**src/rtl/seg7_pkg.sv**
```systemverilog
// rtl/seg7_pkg.sv - shared seven-segment patterns and capture FSM states
package seg7_pkg;

  localparam logic [6:0] BLANK = 7'b0000000;

  // Segment order abcdefg, bit6 = a; index is the hex value shown.
  localparam logic [6:0] HEX_PAT [16] = '{
    7'b1111110, 7'b0110000, 7'b1101101, 7'b1111001,
    7'b0110011, 7'b1011011, 7'b1011111, 7'b1110000,
    7'b1111111, 7'b1111011, 7'b1110111, 7'b0011111,
    7'b1001110, 7'b0111101, 7'b1001111, 7'b1000111
  };

  typedef enum logic [1:0] {
    IDLE,
    SETTLE,
    LATCH,
    HOLD
  } state_t;

endpackage

```
**src/rtl/seg7_decode.sv**
```systemverilog
// rtl/seg7_decode.sv - combinational segment pattern to hex value decoder
module seg7_decode
  import seg7_pkg::*;
(
  input  logic [6:0] seg,
  output logic [3:0] value,
  output logic       hit,
  output logic       blank
);

  always_comb begin
    value = 4'h0;
    hit   = 1'b0;
    for (int i = 0; i < 16; i++) begin
      if (seg == HEX_PAT[i]) begin
        value = 4'(i);
        hit   = 1'b1;
      end
    end
    blank = (seg == BLANK);
  end

endmodule

```
**src/rtl/seg7_capture.sv**
```systemverilog
// rtl/seg7_capture.sv - captures two hex digits from a multiplexed 7-segment bus
module seg7_capture
  import seg7_pkg::*;
#(
  parameter int STABLE_CYCLES = 1000,
  parameter int CNT_W         = 16
) (
  input  logic       clk,
  input  logic       rst_n,
  input  logic [6:0] seg_in,
  input  logic       sel_in,
  output logic [3:0] digit0,
  output logic [3:0] digit1,
  output logic       valid0,
  output logic       valid1,
  output logic       blank0,
  output logic       blank1,
  output logic       upd,
  output logic       err
);

  localparam logic [CNT_W-1:0] CNT_LAST = CNT_W'(STABLE_CYCLES - 1);
  localparam logic [CNT_W-1:0] CNT_MAX  = {CNT_W{1'b1}};

  logic [7:0]       sync1;
  logic [7:0]       w;
  logic [7:0]       w_prev;
  logic [CNT_W-1:0] cnt;
  state_t           state;

  logic [3:0] dec_value;
  logic       dec_hit;
  logic       dec_blank;

  seg7_decode u_decode (
    .seg   (w[6:0]),
    .value (dec_value),
    .hit   (dec_hit),
    .blank (dec_blank)
  );

  // Outputs are written on the edge that enters LATCH, so upd and the new
  // digit values are visible during the single LATCH cycle itself.
  always_ff @(posedge clk or negedge rst_n) begin
    if (!rst_n) begin
      sync1  <= 8'h00;
      w      <= 8'h00;
      w_prev <= 8'h00;
      cnt    <= '0;
      state  <= IDLE;
      digit0 <= 4'h0;
      digit1 <= 4'h0;
      valid0 <= 1'b0;
      valid1 <= 1'b0;
      blank0 <= 1'b0;
      blank1 <= 1'b0;
      upd    <= 1'b0;
      err    <= 1'b0;
    end else begin
      sync1  <= {sel_in, seg_in};
      w      <= sync1;
      w_prev <= w;
      upd    <= 1'b0;
      case (state)
        IDLE: begin
          cnt   <= '0;
          state <= SETTLE;
        end
        SETTLE: begin
          if (w != w_prev) begin
            cnt <= '0;
          end else begin
            if (cnt != CNT_MAX) cnt <= cnt + 1'b1;
            if (cnt == CNT_LAST) begin
              state <= LATCH;
              upd   <= 1'b1;
              if (dec_hit) begin
                if (w[7]) begin
                  digit1 <= dec_value;
                  valid1 <= 1'b1;
                  blank1 <= 1'b0;
                end else begin
                  digit0 <= dec_value;
                  valid0 <= 1'b1;
                  blank0 <= 1'b0;
                end
              end else if (dec_blank) begin
                if (w[7]) blank1 <= 1'b1;
                else      blank0 <= 1'b1;
              end else begin
                err <= 1'b1;
              end
            end
          end
        end
        // A change seen here would vanish from w/w_prev before HOLD, so restart now.
        LATCH: begin
          if (w != w_prev) begin
            cnt   <= '0;
            state <= SETTLE;
          end else begin
            state <= HOLD;
          end
        end
        HOLD: begin
          if (w != w_prev) begin
            cnt   <= '0;
            state <= SETTLE;
          end
        end
        default: state <= IDLE;
      endcase
    end
  end

endmodule

```
**config.mk**
```make
export PLATFORM = sky130hd
export DESIGN_NAME = seg7_capture
export DESIGN_NICKNAME = d
export VERILOG_FILES = /design/src/rtl/seg7_pkg.sv /design/src/rtl/seg7_decode.sv /design/src/rtl/seg7_capture.sv
export SDC_FILE = /design/constraint.sdc
export NUM_CORES = 1
export LEC_CHECK = 0
export ABC_AREA = 1
export BUFFER_PORTS_ARGS = -buffer_cell sky130_fd_sc_hd__buf_2
export CORE_ASPECT_RATIO = 1.25
export CORE_MARGIN = 2
export CORE_UTILIZATION = 40
export CTS_CLUSTER_DIAMETER = 80
export DETAILED_ROUTE_END_ITERATION = 8
export PLACE_DENSITY = 0.62
export SLEW_MARGIN = 40
export SYNTH_ARGS = -nofsm -noshare
export SYNTH_HDL_FRONTEND = slang
export SYNTH_SLANG_ARGS = --single-unit
```
**constraint.sdc**
```tcl
create_clock -name clk -period 2.9 [get_ports clk]
set_input_delay 0.58 -clock clk [delete_from_list [all_inputs] [get_ports clk]]
set_output_delay 0.58 -clock clk [all_outputs]
set_load 0.02 [all_outputs]
```
; ---- After elaboration in Yosys (flattened, before gate mapping)
; Cells that the tools add are included.
[classes]
n_addsub = 1
eq_ne = 31
n_mux = 51
n_bitwise = 4
n_reduce_logical = 11
[op_table]
columns = cell, count
row1 = $eq 7x7->1 const B, 12
row2 = $mux 16, 3
row3 = $pmux 16 s3, 1
row4 = $mux 4, 8
row5 = $mux 1, 28
row6 = $eq 7x6->1 const B, 3
row7 = $add 16x1->16 const B, 1
row8 = $eq 16x10->1 const B, 1
row9 = $ne 16x16->1 const B, 1
row10 = $reduce_and 5->1, 3
row11 = $ne 2x2->1 const B, 7
row12 = $mux 2, 6
row13 = $mux 3, 4
row14 = $reduce_and 6->1, 2
row15 = $ne 8x8->1, 1
row16 = $pmux 2 s4, 1
row17 = $eq 7x5->1 const B, 1
row18 = $logic_not 7->1, 1
row19 = $eq 2x2->1 const B, 2
row20 = $not 1->1, 4
row21 = $ne 3x3->1 const B, 1
row22 = $reduce_and 3->1, 1
row23 = $eq 2x1->1 const B, 1
row24 = $logic_not 2->1, 1
row25 = other kinds (4), 4
[totals]
register_bits = 56
out_inout_bits = 14

; ---- Logic depth before layout (Yosys ltp)
[depth]
depth_word = 19
ltp_mapped = 13

; ---- Hierarchy
; Synthesis repeated with hierarchy kept, for this count alone.
[hier_totals]
hier_cells = 384
hier_area_um2 = 3027.9
[modules_own_cells]
columns = module, n_inst, cells_each, area_each_um2
row1 = seg7_capture, 1, 316, 2716.4
row2 = seg7_decode, 1, 68, 311.5

; ---- Worst setup path before layout
; Ideal clock, no wire load.
[synth_path]
path_kind = register to register
startpoint = reg state[1]
endpoint = reg cnt[14]
setup_ps = 118
t_arrival_ps = 1587
t_required_ps = 2782
setup_slack_ps = 1195
stages_incl_launch_ff = 11
path_buffers = 1
period_less_slack_ps = 1705
cell_sequence = dfrtp_1 -> inv_1 -> ha_1 -> inv_2 -> nor3_1 -> nand3_1 -> nor2_2 -> o21ai_2 -> buf_2 -> nand3_1 -> nand2_1
[synth_between]
elab_chain_cells = 4
word_cells_on_any_way = 9
[synth_rtl]
columns = element, line
row1 = from (decl), seg7_capture.sv:29  ; state_t state;
row2 = from (signal assigned), seg7_capture.sv:50  ; state <= IDLE;
row3 = from (signal assigned), seg7_capture.sv:67  ; state <= SETTLE;
row4 = from (signal assigned), seg7_capture.sv:75  ; state <= LATCH;
row5 = $eq 2x2->1, seg7_capture.sv:64  ; case (state)
row6 = $reduce_or 2->1 (no source line), n/a
row7 = $ne 2x1->1 (no source line), n/a
row8 = $reduce_and 2->1 (no source line), n/a
row9 = to (signal assigned), seg7_capture.sv:73  ; if (cnt != CNT_MAX) cnt <= cnt + 1'b1;
row10 = to (decl), seg7_capture.sv:28  ; logic [CNT_W-1:0] cnt;
; Parallel ways exist; a longest one is shown, timed or not.
; A chain may end at the register's enable or synchronous reset.

; ---- Worst setup path in the final report
[layout_path]
startpoint = reg state[1]
endpoint = reg cnt[8]
; The elaborated chain is that of the path after synthesis.

==> results.json <==
{
  "status": "complete, no violations",
  "fill_cells": 734,
  "synth.most_common_cell": "nand2_1",
  "clk_path_buf_depth": 2,
  "cts-root-buf": "clkbuf_8",
  "total_power_uw": 1330,
  "holdWs_ps": 198,
  "globalRouteOverflowTotal": 0,
  "crit_type": "reg -> reg",
  "yosys-top-cells-area": "dfrtp_1, nand2_1, nor2_1, inv_1, nand3_1",
  "hold_path.class": "in -> async",
  "p_per_area_nw_per_um2": 413,
  "fin_skew_ps": 5.33,
  "place.gp.congestion": 0.914,
  "synth_top_cell_by_area": "dfrtp_1",
  "cp_num_buf_inv": 3,
  "clk_pin_slew_ps": 110,
  "clock-sinks": 56,
  "cts.repair.resized": 0,
  "antenna_found_initial": 0,
  "start_kind": "flop",
  "diodes": 0,
  "relSlewSlack": 0.476,
  "setup_tns_ps": 0,
  "yosys_register_bits": 56,
  "grt.total_usage": 0.163,
  "maxSlewViolCount": 0,
  "endpoint_kind": "flop",
  "port_buffers": 23,
  "ant_nets": 0,
  "ioPinCount": 24,
  "synth_nets": 404,
  "wirelength_mm": 5.85,
  "start_util": 0.417,
  "ys_top_cells_by_count": "nand2_1, dfrtp_1, nor2_1",
  "synth.top_cell.area_share": 0.479,
  "vias_per_cell": 4.82,
  "rows": 34,
  "post-route-drc-count": 0,
  "synth_edf_count": 0,
  "synth_sequential_area_ratio": 0.479,
  "grt_pass1_wl_mm": 10.4,
  "final_cell_area_um2": 3230,
  "syn_to_final_growth_pct": 10.3,
  "wire_per_inst_um": 11.5,
  "drive_above_1_share": 0.127,
  "via_count": 2442,
  "multi_input_area_um2": 1320,
  "period_minus_slack_ps": 2200,
  "post_synth.cell_area_avg_um2": 7.52,
  "rsz0062_at_grt": "no",
  "path_cells": "inv_1, ha_1, inv_2, nor3_1, nand3_1, nor2_2, o21ai_2, inv_2, nand2_1, o21ai_0",
  "peakVddDrop_uv": 194,
  "timing.max_cap.violations": 0,
  "cts_buffers": 5,
  "grt_max_degree": 37,
  "slowest_delay_ps": 610,
  "synth_flop_cell": "dfrtp_1",
  "cp.arrival_ps": 2400,
  "seq_area_um2": 1400,
  "post-dp-hpwl_mm": 4.39,
  "setup_viol": 0,
  "max_freq_mhz": 455,
  "drt_first_iter_violations": 128,
  "clk_latency_ps": 320,
  "die_y_um": 99.6,
  "async_reset_ff_frac": 1.00,
  "synth_cell_types": 28,
  "min_period_over_period": 0.757,
  "post_cts_buffers": 0,
  "power.leakage_uw": 0.00173,
  "dpl_cell_area_um2": 3130,
  "synth_warnings": 0,
  "grt_pass1_vias": 2351,
  "cp.required_ps": 3100,
  "fin_nets": 431,
  "h-tree-depth": 2,
  "critPathMaxFanout": 19,
  "core-area_um2": 7020,
  "hold_buffers": 0,
  "synth_cells": 389,
  "first_pass_iters": 4,
  "crit_top_cell": "inv_2",
  "tightest_slew_ps": 786,
  "hold_viol": 0,
  "crit_slowest_cell": "o21ai_2",
  "die_w_um": 80.5,
  "utilization": 0.460,
  "dieArea_um2": 8010,
  "cts_tree": "done",
  "syn_area_um2": 2920,
  "cpLargestDelayFamily": "compound AO/OA/AOI/OAI gates"
}
cells by family (layout without fill, tap and decap cells):
| kind of cell | after synthesis | after routing | synth area share |
|---|---|---|---|
| compound gates | 14 | 14 | 0.0270 |
| fa+ha+maj | 5 | 5 | 0.0214 |
| simple gates | 253 | 253 | 0.371 |
| flops | 56 | 56 | 0.479 |
| buf+inv | 51 | 79 | 0.0710 |
| xor+xnor | 10 | 10 | 0.0300 |
worst paths after layout:
kind,start,endpoint,slack [ps],cells past startpoint
setup / recovery,state[1],cnt[8],700,10
hold reg to reg,sync1[2],w[2],360,0
min in group clk,sync1[2],w[2],360,0
max in group asynchronous,rst_n,state[1],1890,2
setup reg to reg,state[1],cnt[8],700,10
hold / removal,rst_n,sync1[1],200,1
area by class of cell:
type	count	share of cell area
Clock buffer	5	0.0213
Sequential cell	56	0.434
Inverter	46	0.0535
Timing Repair Buffer	25	0.0403
Clock inverter	3	0.00776
Multi-Input combinational cell	282	0.408
Tap cell	90	0.0349
power breakdown:
part	switching (µW)	leakage (µW)	internal, µW	total (µW)
clock	277	0.0000452	177	454
sequential	13.4	0.000722	797	811
combinational	47.8	0.000960	19.0	66.8
layer usage:
| layer | vias up | routed length [µm] | GRT usage |
|---|---|---|---|
| met1 | 1121 | 2680 | 0.208 |
| met4 | 0 | 102 | 0.0587 |
| met5 | - | 0 | 0 |
| met2 | 51 | 2830 | 0.277 |
| li1 | 1261 | - | - |
| met3 | 9 | 232 | 0.0281 |
layout by cell type, fill, tap and decap left out, drive strengths merged:
cell type and count:
or2 3, o21ai 11, xnor2 1, a21oi 1
nand3b 1, nand3 26, ha 5, clkinvlp 1
nor2 60, clkbuf 5, a21o 1, buf 25
nand2 141, o211ai 1, inv 48, nand4 11
xor2 9, nor3 11, dfrtp 56
state kept, by name, indices dropped and copies added, names as in the netlist:
name	count
cnt	16
w	8
blank1	1
digit1	4
w_prev	8
state	2
sync1	8
valid0	1
err	1
digit0	4
blank0	1
valid1	1
upd	1
per-stage QoR:
step | instances | setup slack [ps]
2_1_floorplan | 389 | 1200
3_3_place_gp | 499 | 797
3_5_place_dp | 499 | 721
4_1_cts | 507 | 712
5_1_grt | 507 | 463
6_report | 507 | 704
Note: power is estimated with default switching activity, not from simulation.
